--- src/rtl/async_fifo.sv ---
// Single-clock first-word-fall-through FIFO with wrap-bit pointers and registered flags.
// Define ASYNC_FIFO_LEVEL_EN to add the LEVEL occupancy output.
module async_fifo #(
    parameter int C_WIDTH = 32,
    parameter int C_DEPTH = 8,
    localparam int C_AW = $clog2(C_DEPTH)
) (
    input  logic               CLK,
    input  logic               RST_N,
    input  logic               WR_EN,
    input  logic [C_WIDTH-1:0] WR_DATA,
    output logic               WR_FULL,
    input  logic               RD_EN,
    output logic [C_WIDTH-1:0] RD_DATA,
    output logic               RD_EMPTY
`ifdef ASYNC_FIFO_LEVEL_EN
    ,
    output logic [C_AW:0]      LEVEL
`endif
);

    logic [C_WIDTH-1:0] mem_q [C_DEPTH];
    logic [C_AW:0]      wr_ptr_q, wr_ptr_d;
    logic [C_AW:0]      rd_ptr_q, rd_ptr_d;
    logic               full_q, full_d;
    logic               empty_q, empty_d;
    logic               wr_acc_s, rd_acc_s;

    // Next-state pointers and flags; flags are computed from the next pointers so they can be registered.
    always_comb begin
        wr_acc_s = WR_EN & ~full_q & RST_N;
        rd_acc_s = RD_EN & ~empty_q & RST_N;
        if (wr_acc_s) begin
            wr_ptr_d = wr_ptr_q + {{C_AW{1'b0}}, 1'b1};
        end else begin
            wr_ptr_d = wr_ptr_q;
        end
        if (rd_acc_s) begin
            rd_ptr_d = rd_ptr_q + {{C_AW{1'b0}}, 1'b1};
        end else begin
            rd_ptr_d = rd_ptr_q;
        end
        empty_d = (wr_ptr_d == rd_ptr_d);
        full_d  = (wr_ptr_d[C_AW-1:0] == rd_ptr_d[C_AW-1:0]) &&
                  (wr_ptr_d[C_AW] != rd_ptr_d[C_AW]);
    end

    // Pointer and flag registers; reset empties the FIFO without touching storage.
    always_ff @(posedge CLK or negedge RST_N) begin
        if (!RST_N) begin
            wr_ptr_q <= {(C_AW+1){1'b0}};
            rd_ptr_q <= {(C_AW+1){1'b0}};
            full_q   <= 1'b0;
            empty_q  <= 1'b1;
        end else begin
            wr_ptr_q <= wr_ptr_d;
            rd_ptr_q <= rd_ptr_d;
            full_q   <= full_d;
            empty_q  <= empty_d;
        end
    end

    // Storage array, deliberately without reset.
    always_ff @(posedge CLK) begin
        if (wr_acc_s) begin
            mem_q[wr_ptr_q[C_AW-1:0]] <= WR_DATA;
        end
    end

    assign RD_DATA  = mem_q[rd_ptr_q[C_AW-1:0]];
    assign WR_FULL  = full_q;
    assign RD_EMPTY = empty_q;

`ifdef ASYNC_FIFO_LEVEL_EN
    logic [C_AW:0] level_q, level_d;

    // Occupancy is the modular pointer difference, registered alongside the pointers.
    always_comb begin
        level_d = wr_ptr_d - rd_ptr_d;
    end

    // Occupancy register.
    always_ff @(posedge CLK or negedge RST_N) begin
        if (!RST_N) begin
            level_q <= {(C_AW+1){1'b0}};
        end else begin
            level_q <= level_d;
        end
    end

    assign LEVEL = level_q;
`endif

endmodule

--- config.mk ---
export PLATFORM = sky130hd
export DESIGN_NAME = async_fifo
export DESIGN_NICKNAME = d
export VERILOG_FILES = /design/src/rtl/async_fifo.sv
export SDC_FILE = /design/constraint.sdc
export NUM_CORES = 1
export LEC_CHECK = 0
export BUFFER_PORTS_ARGS = -buffer_cell sky130_fd_sc_hd__buf_2
export CAP_MARGIN = 5
export CORE_MARGIN = 5
export CORE_UTILIZATION = 40
export DETAILED_ROUTE_END_ITERATION = 12
export GPL_TIMING_DRIVEN = 0
export PLACE_DENSITY = 0.66
export SYNTH_ARGS = -nofsm -noshare
export SYNTH_HDL_FRONTEND = slang
export SYNTH_SLANG_ARGS = --single-unit
--- constraint.sdc ---
create_clock -name CLK -period 3.9 [get_ports CLK]
set_input_delay 0.78 -clock CLK [delete_from_list [all_inputs] [get_ports CLK]]
set_output_delay 0.78 -clock CLK [all_outputs]
set_load 0.02 [all_outputs]
==> summary.md, run 1 <==
| Metric | Value |
|---|---|
| Outcome | `finished clean` |
| Worst min path class | `input port to async pin` |
| Max-cap violations | `0` |
| Final setup fails | `0` |
| Cts bufs inserted | `28` |
| Leak pwr | `0.00400 uW` |
| Final max-slew violation count | `0` |
| Initial Util | `0.403` |
| Sequential Power Share | `0.380` |
| Worst slew pin tran | `818 ps` |
| Die Ht | `169 microns` |
| Worst setup EP type | `output port` |
| Yosys reg bits | `266` |
| First-pass GRT wire length | `29900 microns` |
| CTS max path bufs | `3` |
| Power Density | `750 mW/mm^2` |
| Post-CTS Resized | `0` |
| Syn_nets | `456` |
| Internal | `6530 uW` |
| Sink Count | `266` |
| Area Overhead vs Synth | `20.7%` |
| Drt drc | `0` |
| Seq/Total Area, Yosys | `0.786` |
| Fin area | `0.0122 sq mm` |
| DRT iter0 DRCs | `251` |
| Net Sw Power | `2600 uW` |
| Cell Chain, Critical Path | `buf_2 -> clkbuf_1 -> mux4_2 -> mux2_2 -> buf_2` |
| Via density | `5.13` |
| H-tree levels | `1` |
| Sw Ratio | `0.285` |
| Crit path arrival time | `2730 ps` |
| Drt pass-1 iters | `4` |
| Max Fclk | `0.285 GHz` |
| Worst path top cell family by delay | `buffers and inverters` |
| Total GRT Usage | `0.138` |
| Clock skew | `20.9 ps` |
| CP max stage cell | `clkbuf_1` |
| IO Pins | `70` |
| Syn Inst Count | `418` |
| Slew margin rel. | `0.455` |
| Worst Path Required | `3120 ps` |
| CTS root buffer | `clkbuf_16` |
| Total global routing overflow | `0` |
| M1 WL | `8150 microns` |
| Max VDD drop | `0.000285 V` |
| Placed inst area | `0.0111 sq mm` |
| Metal2 WL | `9840 microns` |
| Top sig layer | `met5` |
| Syn avg cell area | `24.2 sq um` |
| # fillers | `2010` |
| Synth Warn # | `0` |
| Worst skew pair latency | `530 ps` |
| Share of cells above drive strength 1 | `0.443` |
| CTS tree | `done` |
| Buf+Inv Stages, Crit Path | `3` |
| Post-Route WL | `19600 microns` |
| Final Critical Period | `3510 ps` |
| Hold-fix buffers, CTS | `0` |
| Area of the multi-input gates | `0.00213 sq mm` |
| Critical Path Start Type | `flip-flop` |
| Slowest stage delay, CP | `630 ps` |
| CP most frequent cell | `buf_2` |
| Mapped cell area | `0.0101 sq mm` |
| RSZ-0062 raised after global routing | `no` |
| Register area | `0.00794 sq mm` |
| WS Path Type | `flip-flop to output port` |
| # rows | `58` |
| Comb pwr share | `0.299` |
| Antenna cells | `0` |
| Port bufs | `69` |
| Most frequent cells in the layout | `edfxtp_1, buf_2, mux4_2, mux2_2, clkbuf_16` |
| Die ar. | `0.0285 sq mm` |
| Met3 Wirelength | `1320 microns` |
| Final cell count without fillers | `881` |
| Worst-path clk slew | `60 ps` |
| Core area | `0.0250 sq mm` |
| DPL Wire Length | `12300 microns` |
| Clock network fraction of design power | `0.321` |
| DP Cell Count | `829` |
| Final worst path period share | `0.899` |
| Setup Buffers After CTS | `0` |
| R2R depth | `5` |
| GP Congestion | `0.724` |
| Commonest non-fill, non-tap cell in the layout | `edfxtp_1` |
| Yosys cell types | `22` |
| Drt wl/cell | `22.2 microns` |
| Die width | `169 microns` |
| Detail Route Antenna Nets | `0` |
| Cell depth of the worst setup path | `5` |
| Final Hold Fails | `0` |
| Crit-path max FO | `10` |
| Initial antenna violation count | `1` |
| Largest net degree at the start of global routing | `26` |
| Vias | `4520` |
| Final #Nets | `567` |
| Vias in the first global route | `4941` |
[registers in the layout, indices dropped and copies added, names as in the netlist]
signal    flops
mem_q       256
rd_ptr_q      4
RD_EMPTY      1
WR_FULL       1
wr_ptr_q      4
[worst register-to-register path, stage by stage (launching register included)]
cell,delay [ps]
dfrtp_1,390
nand3b_1,240
or2_2,420
nor3_4,500
buf_16,240
buf_16,170
[final cells by class]
class	count	share of cell area
Timing Repair Buffer	81	0.0470
Inverter	2	0.000616
Clock inverter	17	0.0239
Multi-Input combinational cell	132	0.175
Tap cell	330	0.0339
Buffer	18	0.00647
Clock buffer	35	0.0614
Sequential cell	266	0.652
[per-stage QoR]
| stage | setup TNS, ps | hold slack [ps] | util | setup slack, ps | power [uW] |
|---|---|---|---|---|---|
| 2_1_floorplan | 0 | 484 | - | 272 | 5450 |
| 3_3_place_gp | -250080 | 506 | 0.434 | -2340 | 6220 |
| 3_5_place_dp | 0 | 519 | 0.445 | 904 | 6340 |
| 4_1_cts | 0 | 117 | 0.487 | 329 | 9270 |
| 5_1_grt | 0 | 138 | 0.487 | 250 | 9570 |
| 6_report | 0 | 125 | 0.487 | 394 | 9140 |
[cell families after synthesis]
kind of cell	count (synthesis)	synth area share
xor+xnor	10	0.00867
fa+ha+maj	2	0.00248
simple gates	22	0.0128
flops	266	0.786
mux	98	0.181
buf+inv	20	0.00855
[power groups by stage]
stage	Sequential, uW	Combinational, uW	Clock, uW
detailed placement	3540	2800	0
floorplan	3520	1930	0
CTS	3480	2820	2980
global placement	3530	2690	0
global route	3490	2970	3110
finish	3470	2730	2930
[layer usage]
layer	GRT usage	vias up
met4	0.0275	2
met2	0.232	129
met1	0.191	2369
met5	0	-
li1	-	1996
met3	0.0290	24
[synth_stat cells]
cell        n  area [sq um]
clkbuf_1    9          33.8
dfstp_2     1          26.3
nor2_1      8          30.0
nand3_1     1          5.00
nand4b_1    3          26.3
nand3b_1    2          15.0
nand2_1     1          3.75
nor2b_2     1          8.76
mux2_2     32           360
mux2_4      2          30.0
or3_4       1          11.3
or2_2       1          6.26
nor3_1      2          10.0
edfxtp_1  256          7690
nand2b_1    2          12.5
mux4_2     64          1440
inv_1       2          7.51
ha_1        2          25.0
xor2_1      3          26.3
buf_2       9          45.0
dfrtp_1     9           225
xnor2_1     7          61.3
[path summary, 6_finish.rpt]
kind / startpoint / to / slack, ps
max in group asynchronous: RST_N / RD_EMPTY$_DFF_PN1_ / 3500
min in group CLK: WR_DATA[7] / mem_q[6][7]$_DFFE_PP_ / 520
worst min-delay path: RST_N / wr_ptr_q[0]$_DFF_PN0_ / 120
worst min register to register: wr_ptr_q[3]$_DFF_PN0_ / wr_ptr_q[3]$_DFF_PN0_ / 530
worst max register to register: WR_FULL$_DFF_PN0_ / mem_q[0][14]$_DFFE_PP_ / 1620
worst max-delay path: rd_ptr_q[1]$_DFF_PN0_ / RD_DATA[27] / 390
No activity file was read; power rests on OpenSTA's default activity.
==> run 2: changes to the inputs <==
--- a/config.mk
+++ b/config.mk
@@ -7,7 +7,7 @@
 export LEC_CHECK = 0
 export BUFFER_PORTS_ARGS = -buffer_cell sky130_fd_sc_hd__buf_2
 export CAP_MARGIN = 5
-export CORE_MARGIN = 5
+export CORE_MARGIN = 3
 export CORE_UTILIZATION = 40
 export DETAILED_ROUTE_END_ITERATION = 12
 export GPL_TIMING_DRIVEN = 0
==> run 2 against run 1 <==
Cell count decreased by 1.1%. Flip-flop and latch count unchanged. Global-route usage increased by 0.86 points. Power decreased by 5.9%. Design area decreased by 1.8%. Wire length decreased by 1.3%. Critical path depth unchanged. Clock power decreased by 18%. Critical path type unchanged.
==> summary.md, run 2 (synthesis gave the netlist of run 1 again) <==
| Metric | Value |
|---|---|
| WS Path Type | `flip-flop to output port (unchanged)` |
| Drt pass-1 iters | `4 (unchanged)` |
| Crit path arrival time | `2730 ps (about the same)` |
| Sw Ratio | `0.297 (was 0.285)` |
| Final core occ | `0.488 (was 0.487)` |
| Commonest non-fill, non-tap cell in the layout | `edfxtp_1 (unchanged)` |
| Final Critical Period | `3510 ps (about the same)` |
| Final worst path period share | `0.899 (about the same)` |
| IO Pins | `70 (unchanged)` |
| Die Ht | `165 microns (was 169 microns)` |
| Max Fclk | `0.285 GHz (about the same)` |
| Total global routing overflow | `0 (unchanged)` |
| Total GRT Usage | `0.147 (was 0.138)` |
| Clock network fraction of design power | `0.279 (was 0.321)` |
| Placed inst area | `0.0111 sq mm (about the same)` |
| Drt drc | `0 (unchanged)` |
| Hold-fix buffers, CTS | `0 (unchanged)` |
| Comb pwr share | `0.317 (was 0.299)` |
| Worst setup EP type | `output port (unchanged)` |
| Vias in the first global route | `5004 (was 4941)` |
| Max-cap violations | `0 (unchanged)` |
| Antenna cells | `0 (unchanged)` |
| Setup Buffers After CTS | `0 (unchanged)` |
| Leak pwr | `0.00390 uW (was 0.00400 uW)` |
| Via density | `5.21 (was 5.13)` |
| Detail Route Antenna Nets | `0 (unchanged)` |
| Drt wl/cell | `22.2 microns (about the same)` |
| Critical Path Start Type | `flip-flop (unchanged)` |
| Internal | `6040 uW (was 6530 uW)` |
| Worst Path Required | `3120 ps (about the same)` |
| Final Hold Fails | `0 (unchanged)` |
| CTS root buffer | `clkbuf_16 (unchanged)` |
| Largest net degree at the start of global routing | `25 (was 26)` |
| Vias | `4538 (was 4520)` |
| Cts bufs inserted | `27 (was 28)` |
| Max VDD drop | `0.000446 V (was 0.000285 V)` |
| RSZ-0062 raised after global routing | `no (unchanged)` |
| Worst-path clk slew | `60 ps (about the same)` |
| Sink Count | `266 (unchanged)` |
| Final #Nets | `565 (was 567)` |
| Core area | `0.0245 sq mm (was 0.0250 sq mm)` |
| Final setup margin | `394 ps (about the same)` |
| Max reg flops | `256 (unchanged)` |
| Sequential Power Share | `0.404 (was 0.380)` |
| First-pass GRT wire length | `29600 microns (was 29900 microns)` |
| Post-Route WL | `19300 microns (was 19600 microns)` |
| Worst slew pin tran | `1040 ps (was 818 ps)` |
| CTS max path bufs | `3 (unchanged)` |
| Initial antenna violation count | `2 (was 1)` |
| Worst skew pair latency | `520 ps (was 530 ps)` |
| Pre-CTS setup slack | `500 ps (was 904 ps)` |
| Net Sw Power | `2560 uW (was 2600 uW)` |
| CTS tree | `done (unchanged)` |
| DRT iter0 DRCs | `366 (was 251)` |
| # rows | `57 (was 58)` |
| Final max-slew violation count | `0 (unchanged)` |
| Power Density | `719 mW/mm^2 (was 750 mW/mm^2)` |
| Most frequent cells in the layout | `edfxtp_1, buf_2, mux4_2, mux2_2, clkbuf_16 (unchanged)` |
| Initial Util | `0.412 (was 0.403)` |
| Slew margin rel. | `0.305 (was 0.455)` |
| Die ar. | `0.0272 sq mm (was 0.0285 sq mm)` |
| Post-CTS Resized | `0 (unchanged)` |
| DPL Wire Length | `12200 microns (was 12300 microns)` |
| H-tree levels | `1 (unchanged)` |
| GP Congestion | `0.701 (was 0.724)` |
| Final setup fails | `0 (unchanged)` |
| Worst min path class | `input port to async pin (unchanged)` |
| Area Overhead vs Synth | `18.5% (was 20.7%)` |
| Outcome | `finished clean (unchanged)` |
| Clock skew | `7.87 ps (was 20.9 ps)` |
| Crit-path max FO | `10 (unchanged)` |
| Share of cells above drive strength 1 | `0.431 (was 0.443)` |
| Fin area | `0.0120 sq mm (was 0.0122 sq mm)` |
| Die width | `165 microns (was 169 microns)` |
| Port bufs | `69 (unchanged)` |
-- run 2: power groups by stage --
stage	registers, uW	clock network, uW	logic (uW)
floorplan	3520	0	1930
global placement	3530	0	2690
detailed placement	3540	0	2800
CTS	3480	2450	2810
global route	3500	2580	2940
finish	3480	2400	2730
-- run 2: critical path, stage by stage, from the launching register on --
cell      delay [ps]
dfrtp_1          400
buf_2            280
clkbuf_1         640
mux4_2           410
mux2_2           310
buf_2            170
-- run 2: final timing paths --
check	from	endpoint	cells past startpoint	slack, ps
min in group CLK	rd_ptr_q[3]$_DFF_PN0_	rd_ptr_q[3]$_DFF_PN0_	2	520
max in group asynchronous	RST_N	RD_EMPTY$_DFF_PN1_	1	3470
setup / recovery	rd_ptr_q[1]$_DFF_PN0_	RD_DATA[0]	5	390
hold / removal	RST_N	WR_FULL$_DFF_PN0_	1	150
setup reg to reg	WR_FULL$_DFF_PN0_	mem_q[1][17]$_DFFE_PP_	5	1250
hold reg to reg	rd_ptr_q[3]$_DFF_PN0_	rd_ptr_q[3]$_DFF_PN0_	2	520
-- run 2: routing by layer --
metal | vias up | GRT usage | wire, microns
li1 | 1989 | - | -
met1 | 2390 | 0.199 | 8040
met2 | 120 | 0.243 | 9770
met3 | 35 | 0.0316 | 1080
met4 | 4 | 0.0389 | 374
met5 | - | 0 | 34
-- run 2: per-stage QoR --
step | hold WS [ps] | setup TNS, ps | total power, uW | cells
detailed placement | 506 | 0 | 6340 | 822
floorplan | 484 | 0 | 5450 | 418
CTS | 130 | 0 | 8740 | 871
global route | 143 | 0 | 9010 | 871
global placement | 509 | -248120 | 6220 | 811
finish | 146 | 0 | 8600 | 871
-- run 2: layout make-up --
class / instances / area, sq um
fillers: 2007 / 12600
multi-input cells: 132 / 2130
well taps: 324 / 405
clock buffers: 32 / 694
clock inverters: 17 / 133
plain buffers: 18 / 78.8
inverters: 2 / 7.51
flip-flops and latches: 266 / 7940
repair buffers: 80 / 573
==> run 3: changes to the inputs <==
--- a/config.mk
+++ b/config.mk
@@ -12,6 +12,7 @@
 export DETAILED_ROUTE_END_ITERATION = 12
 export GPL_TIMING_DRIVEN = 0
 export PLACE_DENSITY = 0.66
+export RECOVER_POWER = 100
 export SYNTH_ARGS = -nofsm -noshare
 export SYNTH_HDL_FRONTEND = slang
 export SYNTH_SLANG_ARGS = --single-unit
==> run 3 against run 2 <==
The run now ends with max-capacitance violations, max-slew violations left. Clock skew grew 2.2 ps. Largest power group unchanged. Worst setup slack lost 63 ps. Flip-flop and latch count is the same. Wire length grew 0.48%. Sequential share of layout area grew 1.2 points. Combinational power shrank 4%. Die area is the same. Worst hold slack gained 150 ps. Clock-buffer cell count is the same. Highest routed layer unchanged. Non-clock buffer count is the same. Sequential power is essentially flat. Register-to-register slack lost 370 ps.
==> summary.md, run 3 (synthesis gave the netlist of run 1 again) <==
| Metric | Value |
|---|---|
| Worst flop-to-flop path endpoint | `mem_q[1][17]$_DFFE_PP_ (unchanged)` |
| Total GRT Usage | `0.147 (unchanged)` |
| Vias | `4534 (was 4538)` |
| GP Congestion | `0.701 (unchanged)` |
| Max-cap violations | `4 (was 0)` |
| Worst min path class | `input port to async pin (unchanged)` |
| Largest net degree at the start of global routing | `25 (unchanged)` |
| WS Path Type | `flip-flop to output port (unchanged)` |
| Leak pwr | `0.00370 uW (was 0.00390 uW)` |
| Initial antenna violation count | `1 (was 2)` |
| Sequential Power Share | `0.410 (was 0.404)` |
| DP Cell Count | `822 (unchanged)` |
| Area Overhead vs Synth | `16.5% (was 18.5%)` |
| Final #Nets | `565 (unchanged)` |
| Commonest non-fill, non-tap cell in the layout | `edfxtp_1 (unchanged)` |
| Final setup fails | `0 (unchanged)` |
| Drt drc | `0 (unchanged)` |
| Critical R2R Launch | `WR_FULL$_DFF_PN0_ (unchanged)` |
| First-pass GRT wire length | `29600 microns (unchanged)` |
| Max VDD drop | `0.000450 V (was 0.000446 V)` |
| Net Sw Power | `2530 uW (was 2560 uW)` |
| Failing checks | `max-capacitance violations, max-slew violations` |
| Most frequent cells in the layout | `edfxtp_1, clkbuf_1, mux4_2, mux2_2, clkbuf_16 (was edfxtp_1, buf_2, mux4_2, mux2_2, clkbuf_16)` |
| DRT iter0 DRCs | `350 (was 366)` |
| Clock skew | `10.0 ps (was 7.87 ps)` |
| Max reg flops | `256 (unchanged)` |
| Worst-path clk slew | `60 ps (about the same)` |
| Hold-fix buffers, CTS | `0 (unchanged)` |
| Critical Path Start Type | `flip-flop (unchanged)` |
| Slew margin rel. | `-0.291 (was 0.305)` |
| Via density | `5.21 (about the same)` |
| # fillers | `2044 (was 2007)` |
| Worst slew pin tran | `1920 ps (was 1040 ps)` |
| CTS root buffer | `clkbuf_16 (unchanged)` |
| Sink Count | `266 (unchanged)` |
| Initial Util | `0.412 (unchanged)` |
| Clock network fraction of design power | `0.283 (was 0.279)` |
| Pre-CTS setup slack | `500 ps (unchanged)` |
| Port bufs | `69 (unchanged)` |
| CTS max path bufs | `3 (unchanged)` |
| Final setup margin | `331 ps (was 394 ps)` |
| Internal | `5940 uW (was 6040 uW)` |
| Total global routing overflow | `0 (unchanged)` |
| Drt pass-1 iters | `4 (unchanged)` |
| Worst Setup SP | `rd_ptr_q[1]$_DFF_PN0_ (unchanged)` |
| R2R depth | `5 (unchanged)` |
| Drt wl/cell | `22.3 microns (was 22.2 microns)` |
| Fin area | `0.0118 sq mm (was 0.0120 sq mm)` |
| H-tree levels | `1 (unchanged)` |
| Fin Hold WS | `292 ps (was 146 ps)` |
| Worst Path Required | `3120 ps (about the same)` |
| Die ar. | `0.0272 sq mm (unchanged)` |
| Detail Route Antenna Nets | `0 (unchanged)` |
| Sw Ratio | `0.299 (was 0.297)` |
| Final Hold Fails | `0 (unchanged)` |
| Post-Route WL | `19400 microns (was 19300 microns)` |
| Outcome | `finished with violations (was finished clean)` |
| Antenna cells | `0 (unchanged)` |
| Reg-to-reg slack, setup | `880 ps (was 1250 ps)` |
| Die width | `165 microns (unchanged)` |
| Vias in the first global route | `5004 (unchanged)` |
| Final worst path period share | `0.915 (was 0.899)` |
| Final max-slew violation count | `48 (was 0)` |
| Post-CTS Resized | `0 (unchanged)` |
| Comb pwr share | `0.308 (was 0.317)` |
| Max Fclk | `0.280 GHz (was 0.285 GHz)` |
| Setup Buffers After CTS | `0 (unchanged)` |
| DPL Wire Length | `12200 microns (unchanged)` |
| Worst setup EP type | `output port (unchanged)` |
| Worst skew pair latency | `520 ps (about the same)` |
| Cts bufs inserted | `27 (unchanged)` |
| # rows | `57 (unchanged)` |
| Crit path arrival time | `2790 ps (was 2730 ps)` |
| Worst Setup EP | `RD_DATA[31] (was RD_DATA[0])` |
| IO Pins | `70 (unchanged)` |
| RSZ-0062 raised after global routing | `no (unchanged)` |
| Crit-path max FO | `10 (unchanged)` |
| Core area | `0.0245 sq mm (unchanged)` |
| Final Critical Period | `3570 ps (was 3510 ps)` |
| Placed inst area | `0.0111 sq mm (unchanged)` |
| Share of cells above drive strength 1 | `0.298 (was 0.431)` |
| Final cell count without fillers | `871 (unchanged)` |
| Power Density | `721 mW/mm^2 (was 719 mW/mm^2)` |
| Die Ht | `165 microns (unchanged)` |
| CTS tree | `done (unchanged)` |
[run 3: power groups by stage]
stage	combinational [uW]	clock, uW	sequential, uW
final	2610	2400	3470
after global routing	2820	2580	3490
after CTS	2810	2450	3480
after detailed placement	2800	0	3540
after global placement	2690	0	3530
after floorplan	1930	0	3520
[run 3: worst min-delay path by stage]
stage,start,end,slack [ps]
finish,RST_N,wr_ptr_q[0]$_DFF_PN0_,290
global route,RST_N,rd_ptr_q[2]$_DFF_PN0_,330
CTS,RST_N,WR_FULL$_DFF_PN0_,130
detailed placement,rd_ptr_q[3]$_DFF_PN0_,rd_ptr_q[3]$_DFF_PN0_,510
global placement,wr_ptr_q[3]$_DFF_PN0_,wr_ptr_q[3]$_DFF_PN0_,510
floorplan,RST_N,WR_FULL$_DFF_PN0_,480
[run 3: layout make-up]
cell class,count,area [sq um],share of cell area
Sequential cell,266,7940,0.675
Multi-Input combinational cell,132,2060,0.175
Clock buffer,32,694,0.0590
Timing Repair Buffer,80,439,0.0373
Tap cell,324,405,0.0345
Clock inverter,17,133,0.0113
Buffer,18,78.8,0.00670
Inverter,2,7.51,0.000638
[run 3: metrics by stage]
stage                     total power [uW]  setup TNS (ps)   util
final                                 8480               0  0.479
after global placement                6220         -248120  0.442
after global routing                  8890               0  0.479
after floorplan                       5450               0      -
after detailed placement              6340               0  0.454
after CTS                             8740               0  0.488
[run 3: worst max-delay path, cell delays in order (launching register included)]
cell	delay [ps]
dfrtp_1	400
buf_2	290
clkbuf_1	650
mux4_2	400
mux2_1	350
buf_2	170
[run 3: layer usage]
metal | global-route usage | wire length (microns) | vias up | part of all wire
met5 | 0 | 13 | - | 0.00067
met4 | 0.0389 | 344 | 2 | 0.018
met3 | 0.0316 | 1260 | 29 | 0.065
met2 | 0.243 | 9870 | 146 | 0.51
met1 | 0.199 | 7900 | 2370 | 0.41
li1 | - | - | 1987 | -
